$ cat src/rtl/genius_seq_ctrl.sv
// Genius (Simon) game sequencer: plays back a growing colour sequence and checks the player's presses.
// Optional macro GENIUS_TIMEOUT_EN adds a LOSE-on-inactivity timer in WAIT_IN (T_TIMEOUT idle cycles).
module genius_seq_ctrl #(
  parameter int T_ON      = 50,
  parameter int T_OFF     = 25,
  parameter int T_TIMEOUT = 500
) (
  input  logic       clock,
  input  logic       reset,
  input  logic       start,
  input  logic [3:0] botoes,
  input  logic [3:0] seq_saida,
  output logic [3:0] address,
  output logic [3:0] leds,
  output logic [3:0] nivel,
  output logic       vitoria,
  output logic       derrota
);

  typedef enum logic [2:0] {IDLE, GAP, SHOW_ON, SHOW_OFF, WAIT_IN, WIN, LOSE} state_t;

  localparam int TMAX = (T_ON > T_OFF) ? T_ON : T_OFF;
  localparam int CW   = $clog2(TMAX + 1);

  state_t        state_q, state_d;
  logic [3:0]    idx_q, idx_d;
  logic [3:0]    nivel_q, nivel_d;
  logic [CW-1:0] timer_q, timer_d;

`ifdef GENIUS_TIMEOUT_EN
  localparam int TW = $clog2(T_TIMEOUT + 1);
  logic [TW-1:0] idle_q, idle_d;
`endif

  always_ff @(posedge clock or negedge reset) begin
    if (!reset) begin
      state_q <= IDLE;
      idx_q   <= '0;
      nivel_q <= '0;
      timer_q <= '0;
`ifdef GENIUS_TIMEOUT_EN
      idle_q  <= '0;
`endif
    end else begin
      state_q <= state_d;
      idx_q   <= idx_d;
      nivel_q <= nivel_d;
      timer_q <= timer_d;
`ifdef GENIUS_TIMEOUT_EN
      idle_q  <= idle_d;
`endif
    end
  end

  // The phase timer clears by default so every timed state starts counting from zero.
  always_comb begin
    state_d = state_q;
    idx_d   = idx_q;
    nivel_d = nivel_q;
    timer_d = '0;
`ifdef GENIUS_TIMEOUT_EN
    idle_d  = idle_q;
`endif
    case (state_q)
      IDLE, WIN, LOSE: begin
        if (start) begin
          nivel_d = '0;
          idx_d   = '0;
          state_d = GAP;
        end
      end
      GAP: begin
        if (timer_q == CW'(T_OFF - 1)) begin
          idx_d   = '0;
          state_d = SHOW_ON;
        end else begin
          timer_d = timer_q + CW'(1);
        end
      end
      SHOW_ON: begin
        if (timer_q == CW'(T_ON - 1)) state_d = SHOW_OFF;
        else                          timer_d = timer_q + CW'(1);
      end
      SHOW_OFF: begin
        if (timer_q == CW'(T_OFF - 1)) begin
          if (idx_q == nivel_q) begin
            idx_d   = '0;
            state_d = WAIT_IN;
`ifdef GENIUS_TIMEOUT_EN
            idle_d  = '0;
`endif
          end else begin
            idx_d   = idx_q + 4'd1;
            state_d = SHOW_ON;
          end
        end else begin
          timer_d = timer_q + CW'(1);
        end
      end
      WAIT_IN: begin
        // A press in the timeout cycle is evaluated first, so the player still gets that press.
        if (botoes != 4'b0000) begin
          if (botoes == seq_saida) begin
`ifdef GENIUS_TIMEOUT_EN
            idle_d = '0;
`endif
            if (idx_q < nivel_q) begin
              idx_d = idx_q + 4'd1;
            end else if (nivel_q != 4'd15) begin
              nivel_d = nivel_q + 4'd1;
              idx_d   = '0;
              state_d = GAP;
            end else begin
              state_d = WIN;
            end
          end else begin
            state_d = LOSE;
          end
        end
`ifdef GENIUS_TIMEOUT_EN
        else if (idle_q == TW'(T_TIMEOUT - 1)) begin
          state_d = LOSE;
        end else begin
          idle_d = idle_q + TW'(1);
        end
`endif
      end
      default: state_d = IDLE;
    endcase
  end

  assign address = idx_q;
  assign nivel   = nivel_q;
  assign leds    = (state_q == SHOW_ON) ? seq_saida : 4'b0000;
  assign vitoria = (state_q == WIN);
  assign derrota = (state_q == LOSE);

endmodule

$ cat config.mk
export PLATFORM = sky130hd
export DESIGN_NAME = genius_seq_ctrl
export DESIGN_NICKNAME = d
export VERILOG_FILES = /design/src/rtl/genius_seq_ctrl.sv
export SDC_FILE = /design/constraint.sdc
export NUM_CORES = 1
export LEC_CHECK = 0
export ABC_AREA = 1
export CAP_MARGIN = 10
export CORE_UTILIZATION = 30
export DETAILED_ROUTE_END_ITERATION = 10
export DONT_BUFFER_PORTS = 1
export HOLD_SLACK_MARGIN = 0.12
export SYNTH_ARGS = -nofsm -noshare
export SYNTH_HDL_FRONTEND = slang
export SYNTH_SLANG_ARGS = --single-unit
$ cat constraint.sdc
create_clock -name clock -period 3.95 [get_ports clock]
set_input_delay 0.79 -clock clock [delete_from_list [all_inputs] [get_ports clock]]
set_output_delay 0.79 -clock clock [all_outputs]
set_load 0.05 [all_outputs]
==> impl_metrics.env, run 1 <==
export IMPL_tightest_slew_ps=904.7
export IMPL_die_height_um=70.62
export IMPL_mappedNetlistNets=223
export IMPL_cts_resized_gates=0
export IMPL_relSlewSlack_pct=39.46
export IMPL_ant_nets=0
export IMPL_p_leak_uw=0.0007779
export IMPL_grt_max_degree=18
export IMPL_synth_cell_types=25
export IMPL_syn2layout_area_growth_pct=6.820
export IMPL_dr_total_vias=1212
export IMPL_path_max_fanout=8
export IMPL_switchingPower_uw=453.3
export IMPL_die_w_um=70.62
export IMPL_clk_pin_slew_ps=80
export IMPL_h_tree_depth=1
export IMPL_skew_ps=4.509
export IMPL_seq_area_frac_synth_pct=30.12
export IMPL_synth_simple_area_share_pct=39.86
export IMPL_multi_input_area_um2=858.3
export IMPL_critical_path_cell_chain="inv_1 -> nand3_4 -> nor2_1"
export IMPL_cp_end_kind="output pin"
export IMPL_ys_seq_elements=17
export IMPL_drt_wl_total_mm=2.889
export IMPL_grt_pass1_wl_mm=4.988
export IMPL_avgSynthCellArea_um2=6.959
export IMPL_core_um2=4444
export IMPL_cts_sinks=17
export IMPL_clk_latency_ps=260
export IMPL_synthAdderAreaFrac_pct=7.972
export IMPL_drt_iter0_drc=58
export IMPL_syn_instance_count=203
export IMPL_dp_cells=253
export IMPL_nNetsFinal=226
export IMPL_synth_top_family_by_area="simple AND/OR/NAND/NOR gates"
export IMPL_critPathBufInv=1
export IMPL_grt_ovfl_total=0
export IMPL_power_density_nw_per_um2=581.4
export IMPL_swShare_pct=51.67
export IMPL_numCtsBuffers=3
export IMPL_rrSetupSlack_ps=1870
export IMPL_vias_per_cell=4.716
export IMPL_path_delay_family="simple AND/OR/NAND/NOR gates"
export IMPL_post_synth_top_area_cell="dfrtp_1"
export IMPL_place_congestion=0.8365
export IMPL_drc=4
export IMPL_hpwlAfterDp_mm=2.290
export IMPL_design_portCount=25
export IMPL_cp_start_kind="flop"
export IMPL_worst_ir_drop_vdd_mv=0.2536
export IMPL_timing_final_crit_share_pct=63.72
export IMPL_grt_use_total_pct=12.44
export IMPL_min_path_type="input port to asynchronous set/reset pin"
export IMPL_fmax_mhz=397.3
export IMPL_fill_cells=474
export IMPL_max_cap_viol_count=0
export IMPL_synth_xor_area_share_pct=3.720
export IMPL_seq_power_share_pct=31.2
export IMPL_finalSetupViolations=0
export IMPL_synth_compound_area_share_pct=8.857
export IMPL_crit_slowest_cell="nor2_1"
export IMPL_grt_pass1_vias=1164
export IMPL_max_stage_delay_ps=680
export IMPL_rsz0062_at_grt="false"
export IMPL_antenna_found_initial=0
export IMPL_required_ps=3160
export IMPL_yosysTopAreaCellShare_pct=30.12
export IMPL_wl_per_cell_um=11.24
export IMPL_synth_mux_area_share_pct=0
export IMPL_synthTopCellsByArea="dfrtp_1 30%, nand2_1 16%, ha_1 8.0%, inv_1 7.4%, nor2_1 6.4%"
export IMPL_fin_cells=257
export IMPL_pwr_share_comb_pct=52.8
export IMPL_crit_arrival_ps=1730
export IMPL_seqCellArea_um2=425.4
export IMPL_dr_pass1_iters=7
export IMPL_clockBufferDepth=2
export IMPL_cts_setup_buffers=0
export IMPL_die_area_um2=4987
export IMPL_crit_type="flop to output pin"
export IMPL_ctsHoldBuffers=0
export IMPL_rows=24
export IMPL_clockRootBuffer="clkbuf_8"
export IMPL_n_antenna_cell=0
export IMPL_drive_gt1_share_pct=12.68
export IMPL_start_util_pct=31.78
export IMPL_port_buffers=0
export IMPL_cell_internal_pwr_uw=424.0
export IMPL_violations="DRC"
export IMPL_finalSetupTns_ps=0
export IMPL_maxSlewViolCount=0
export IMPL_cts_tree="yes"
export IMPL_yosysWarnings=0
export IMPL_finalHoldViolCount=0
export IMPL_synth_area_um2=1413
export IMPL_clockPowerShare_pct=16.0
export IMPL_period_needed_ps=2517
export IMPL_status="complete, but fails checks"
-- routing by layer --
layer | up-vias | track usage, % | routed length, µm
li1 | 637 | - | -
met1 | 539 | 15.88 | 1388
met2 | 30 | 20.82 | 1336
met3 | 6 | 2.707 | 125
met4 | 0 | 4.444 | 38
met5 | - | 0 | 0
-- state kept, by name, summed over array words and instances (netlist names) --
| signal | flops |
|---|---|
| nivel | 4 |
| timer_q | 6 |
| state_q | 3 |
| address | 4 |
-- stage by stage --
stage	setup slack (ps)	util, %	total power [µW]	hold WS (ps)	cell area, µm²
after floorplan	1555	-	679.2	472.8	1413
after global placement	1666	32.85	744.9	495.0	1460
after detailed placement	1666	32.85	742.3	495.0	1460
after CTS	1426	33.95	889.6	204.5	1509
after global routing	1350	33.95	953.1	195.5	1509
final	1433	33.95	877.2	216.8	1509
-- synth_stat cells --
cell,instances
nor3b_2,1
xor2_1,4
nor3_1,4
o21bai_4,1
and2_1,1
nand2_4,1
buf_6,2
nand2_1,61
nand3b_1,1
xnor2_1,2
and2_4,1
nor2_2,7
ha_1,9
o21ai_2,1
inv_4,1
nand3_2,3
a21oi_1,8
nor2_1,24
inv_1,28
nand3_1,10
o21bai_1,1
nand2_2,3
o21ai_0,10
dfrtp_1,17
nand3_4,2
-- power groups by stage --
| stage | logic, µW | registers, µW | clock network (µW) |
|---|---|---|---|
| finish | 463 | 273 | 140 |
| global route | 520 | 279 | 154 |
| CTS | 468 | 274 | 147 |
| detailed placement | 463 | 279 | 0 |
| global placement | 467 | 278 | 0 |
| floorplan | 418 | 261 | 0 |
-- area by class of cell --
cell class | count | share of cell area [%]
clock buffer | 3 | 2.736
multi-input combinational | 155 | 56.88
clock inverter | 1 | 0.4975
tap | 52 | 4.312
inverter | 29 | 7.380
sequential | 17 | 28.19
-- kinds of logic after synthesis --
kind of cell / Yosys count
XOR/XNOR: 6
AND/OR/NAND/NOR: 119
adder cells (fa/ha/maj): 9
buffers and inverters: 31
AO/OA/AOI/OAI: 21
flip-flops: 17
-- worst paths after layout --
kind,from,endpoint,cells past startpoint
worst max-delay path,state_q[2],leds[3],3
worst min-delay path,reset,timer_q[4],0
worst max register to register,nivel[3],address[1],8
worst min register to register,timer_q[0],timer_q[0],1
max in group asynchronous,reset,nivel[3],0
min in group clock,timer_q[0],timer_q[0],1
-- cells in the final DEF, fill, tap and decap left out, drive strengths merged --
cell type and count:
a21oi 8, and2 2, clkbuf 3, clkinvlp 1
dfrtp 17, ha 9, inv 29, nand2 65
nand3 15, nand3b 1, nor2 31, nor3 4
nor3b 1, o21ai 11, o21bai 2, xnor2 2
xor2 4
Power figures use the tool's default switching activity.
==> run 2: changes to the inputs <==
clock period = 2.5 ns   (was 3.95 ns; I/O delays follow)
==> impl_metrics.env, run 2 (synthesis gave the netlist of run 1 again) <==
export IMPL_nNetsFinal=240
export IMPL_core_um2=4444
export IMPL_die_area_um2=4987
export IMPL_finalHoldViolCount=0
export IMPL_p_total_uw=1427
export IMPL_die_w_um=70.62
export IMPL_mostFrequentLayoutCell="nand2_1"
export IMPL_drt_wl_total_mm=3.029
export IMPL_drc=4
export IMPL_final_cell_mix="61 x nand2_1, 28 x inv_1, 24 x nor2_1, 17 x dfrtp_1, 13 x buf_4"
export IMPL_worst_ir_drop_vdd_mv=0.3717
export IMPL_cp_end_kind="flop"
export IMPL_tightest_slew_ps=751.4
export IMPL_max_cap_viol_count=0
export IMPL_dr_pass1_iters=7
export IMPL_wl_per_cell_um=11.18
export IMPL_cts_setup_buffers=0
export IMPL_largest_register_ffs=6
export IMPL_min_path_type="flop to flop"
export IMPL_h_tree_depth=1
export IMPL_rsz0062_at_grt="false"
export IMPL_grt_use_total_pct=13.88
export IMPL_timing_final_crit_share_pct=82.31
export IMPL_clockRootBuffer="clkbuf_8"
export IMPL_drive_gt1_share_pct=17.35
export IMPL_start_util_pct=31.78
export IMPL_design_portCount=25
export IMPL_placed_cell_area_um2=1558
export IMPL_fmax_mhz=486.0
export IMPL_finalSetupViolations=0
export IMPL_grt_pass1_vias=1251
export IMPL_cts_sinks=17
export IMPL_clockBufferDepth=2
export IMPL_n_antenna_cell=0
export IMPL_grt_ovfl_total=0
export IMPL_p_leak_uw=0.0008534
export IMPL_relSlewSlack_pct=49.74
export IMPL_post_route_util_pct=36.29
export IMPL_die_height_um=70.62
export IMPL_rows=24
export IMPL_crit_arrival_ps=2210
export IMPL_path_max_fanout=4
export IMPL_required_ps=2650
export IMPL_grt_pass1_wl_mm=5.513
export IMPL_cts_tree="yes"
export IMPL_syn2layout_area_growth_pct=14.17
export IMPL_dr_total_vias=1248
export IMPL_maxSlewViolCount=0
export IMPL_clk_latency_ps=250
export IMPL_clk_pin_slew_ps=70
export IMPL_cts_resized_gates=0
export IMPL_ctsHoldBuffers=1
export IMPL_final_area_um2=1613
export IMPL_violations="DRC"
export IMPL_antenna_found_initial=0
export IMPL_period_needed_ps=2058
export IMPL_numCtsBuffers=3
export IMPL_finalSetupTns_ps=0
export IMPL_status="complete, but fails checks"
export IMPL_power_density_nw_per_um2=884.7
export IMPL_cp_start_kind="flop"
export IMPL_place_congestion=0.8449
export IMPL_ant_nets=0
export IMPL_fill_cells=480
export IMPL_drt_iter0_drc=90
export IMPL_crit_type="flop to flop"
export IMPL_grt_max_degree=18
export IMPL_skew_ps=3.745
export IMPL_vias_per_cell=4.605
export IMPL_hpwlAfterDp_mm=2.473
export IMPL_multi_input_area_um2=858.3
export IMPL_top_register="timer_q"
export IMPL_seqCellArea_um2=425.4
export IMPL_port_buffers=0
run 2: cell count changes in the layout (fill, tap and decap cells not counted), sizes merged:
cell         delta
clkbuf          +1
dlygate4sd3     +1
clkinvlp        -1
buf            +13
run 2: metrics by stage:
| stage | hold WS (ps) | instances | setup slack [ps] |
|---|---|---|---|
| finish | 515.4 | 271 | 442.2 |
| global route | 536.8 | 271 | 255.9 |
| CTS | 521.1 | 271 | 453.9 |
| detailed placement | 204.9 | 266 | 482.3 |
| global placement | 205.0 | 266 | 548.0 |
| floorplan | 204.4 | 203 | 395.3 |
run 2: power breakdown:
group / leakage [µW] / internal, µW / switching [µW]
registers: 0.000231 / 326 / 76.4
logic: 0.000600 / 270 / 544
clock network: 0.0000228 / 113 / 97.4
total: 0.000853 / 709 / 718
run 2: area by class of cell:
type | instances | share of cell area [%]
Tap cell | 52 | 4.034
Clock buffer | 4 | 2.793
Inverter | 29 | 6.905
Timing Repair Buffer | 14 | 6.672
Multi-Input combinational cell | 155 | 53.22
Sequential cell | 17 | 26.38
run 2: path summary, 6_finish.rpt:
check	cells past startpoint	slack, ps	from	end
worst max-delay path	7	440	address[3]	address[3]
worst min-delay path	1	520	timer_q[0]	timer_q[0]
worst max register to register	7	440	address[3]	address[3]
worst min register to register	1	520	timer_q[0]	timer_q[0]
max in group asynchronous	1	1270	reset	timer_q[5]
min in group asynchronous	1	760	reset	timer_q[2]
run 2: worst max-delay path, cell delays in order (launching register included):
cell and delay [ps]:
dfrtp_1 710, ha_1 350, a21oi_1 290, nand2_1 130, a21oi_1 180, nand3_2 150
nand2_1 80, nand2_1 60
run 2: routing by layer:
layer	part of all wire [%]	routed length (µm)	GRT usage, %
met5	0	0	0
met4	1.8	55	5.333
met3	4.7	143	2.422
met1	49	1487	18.44
met2	44	1342	22.65
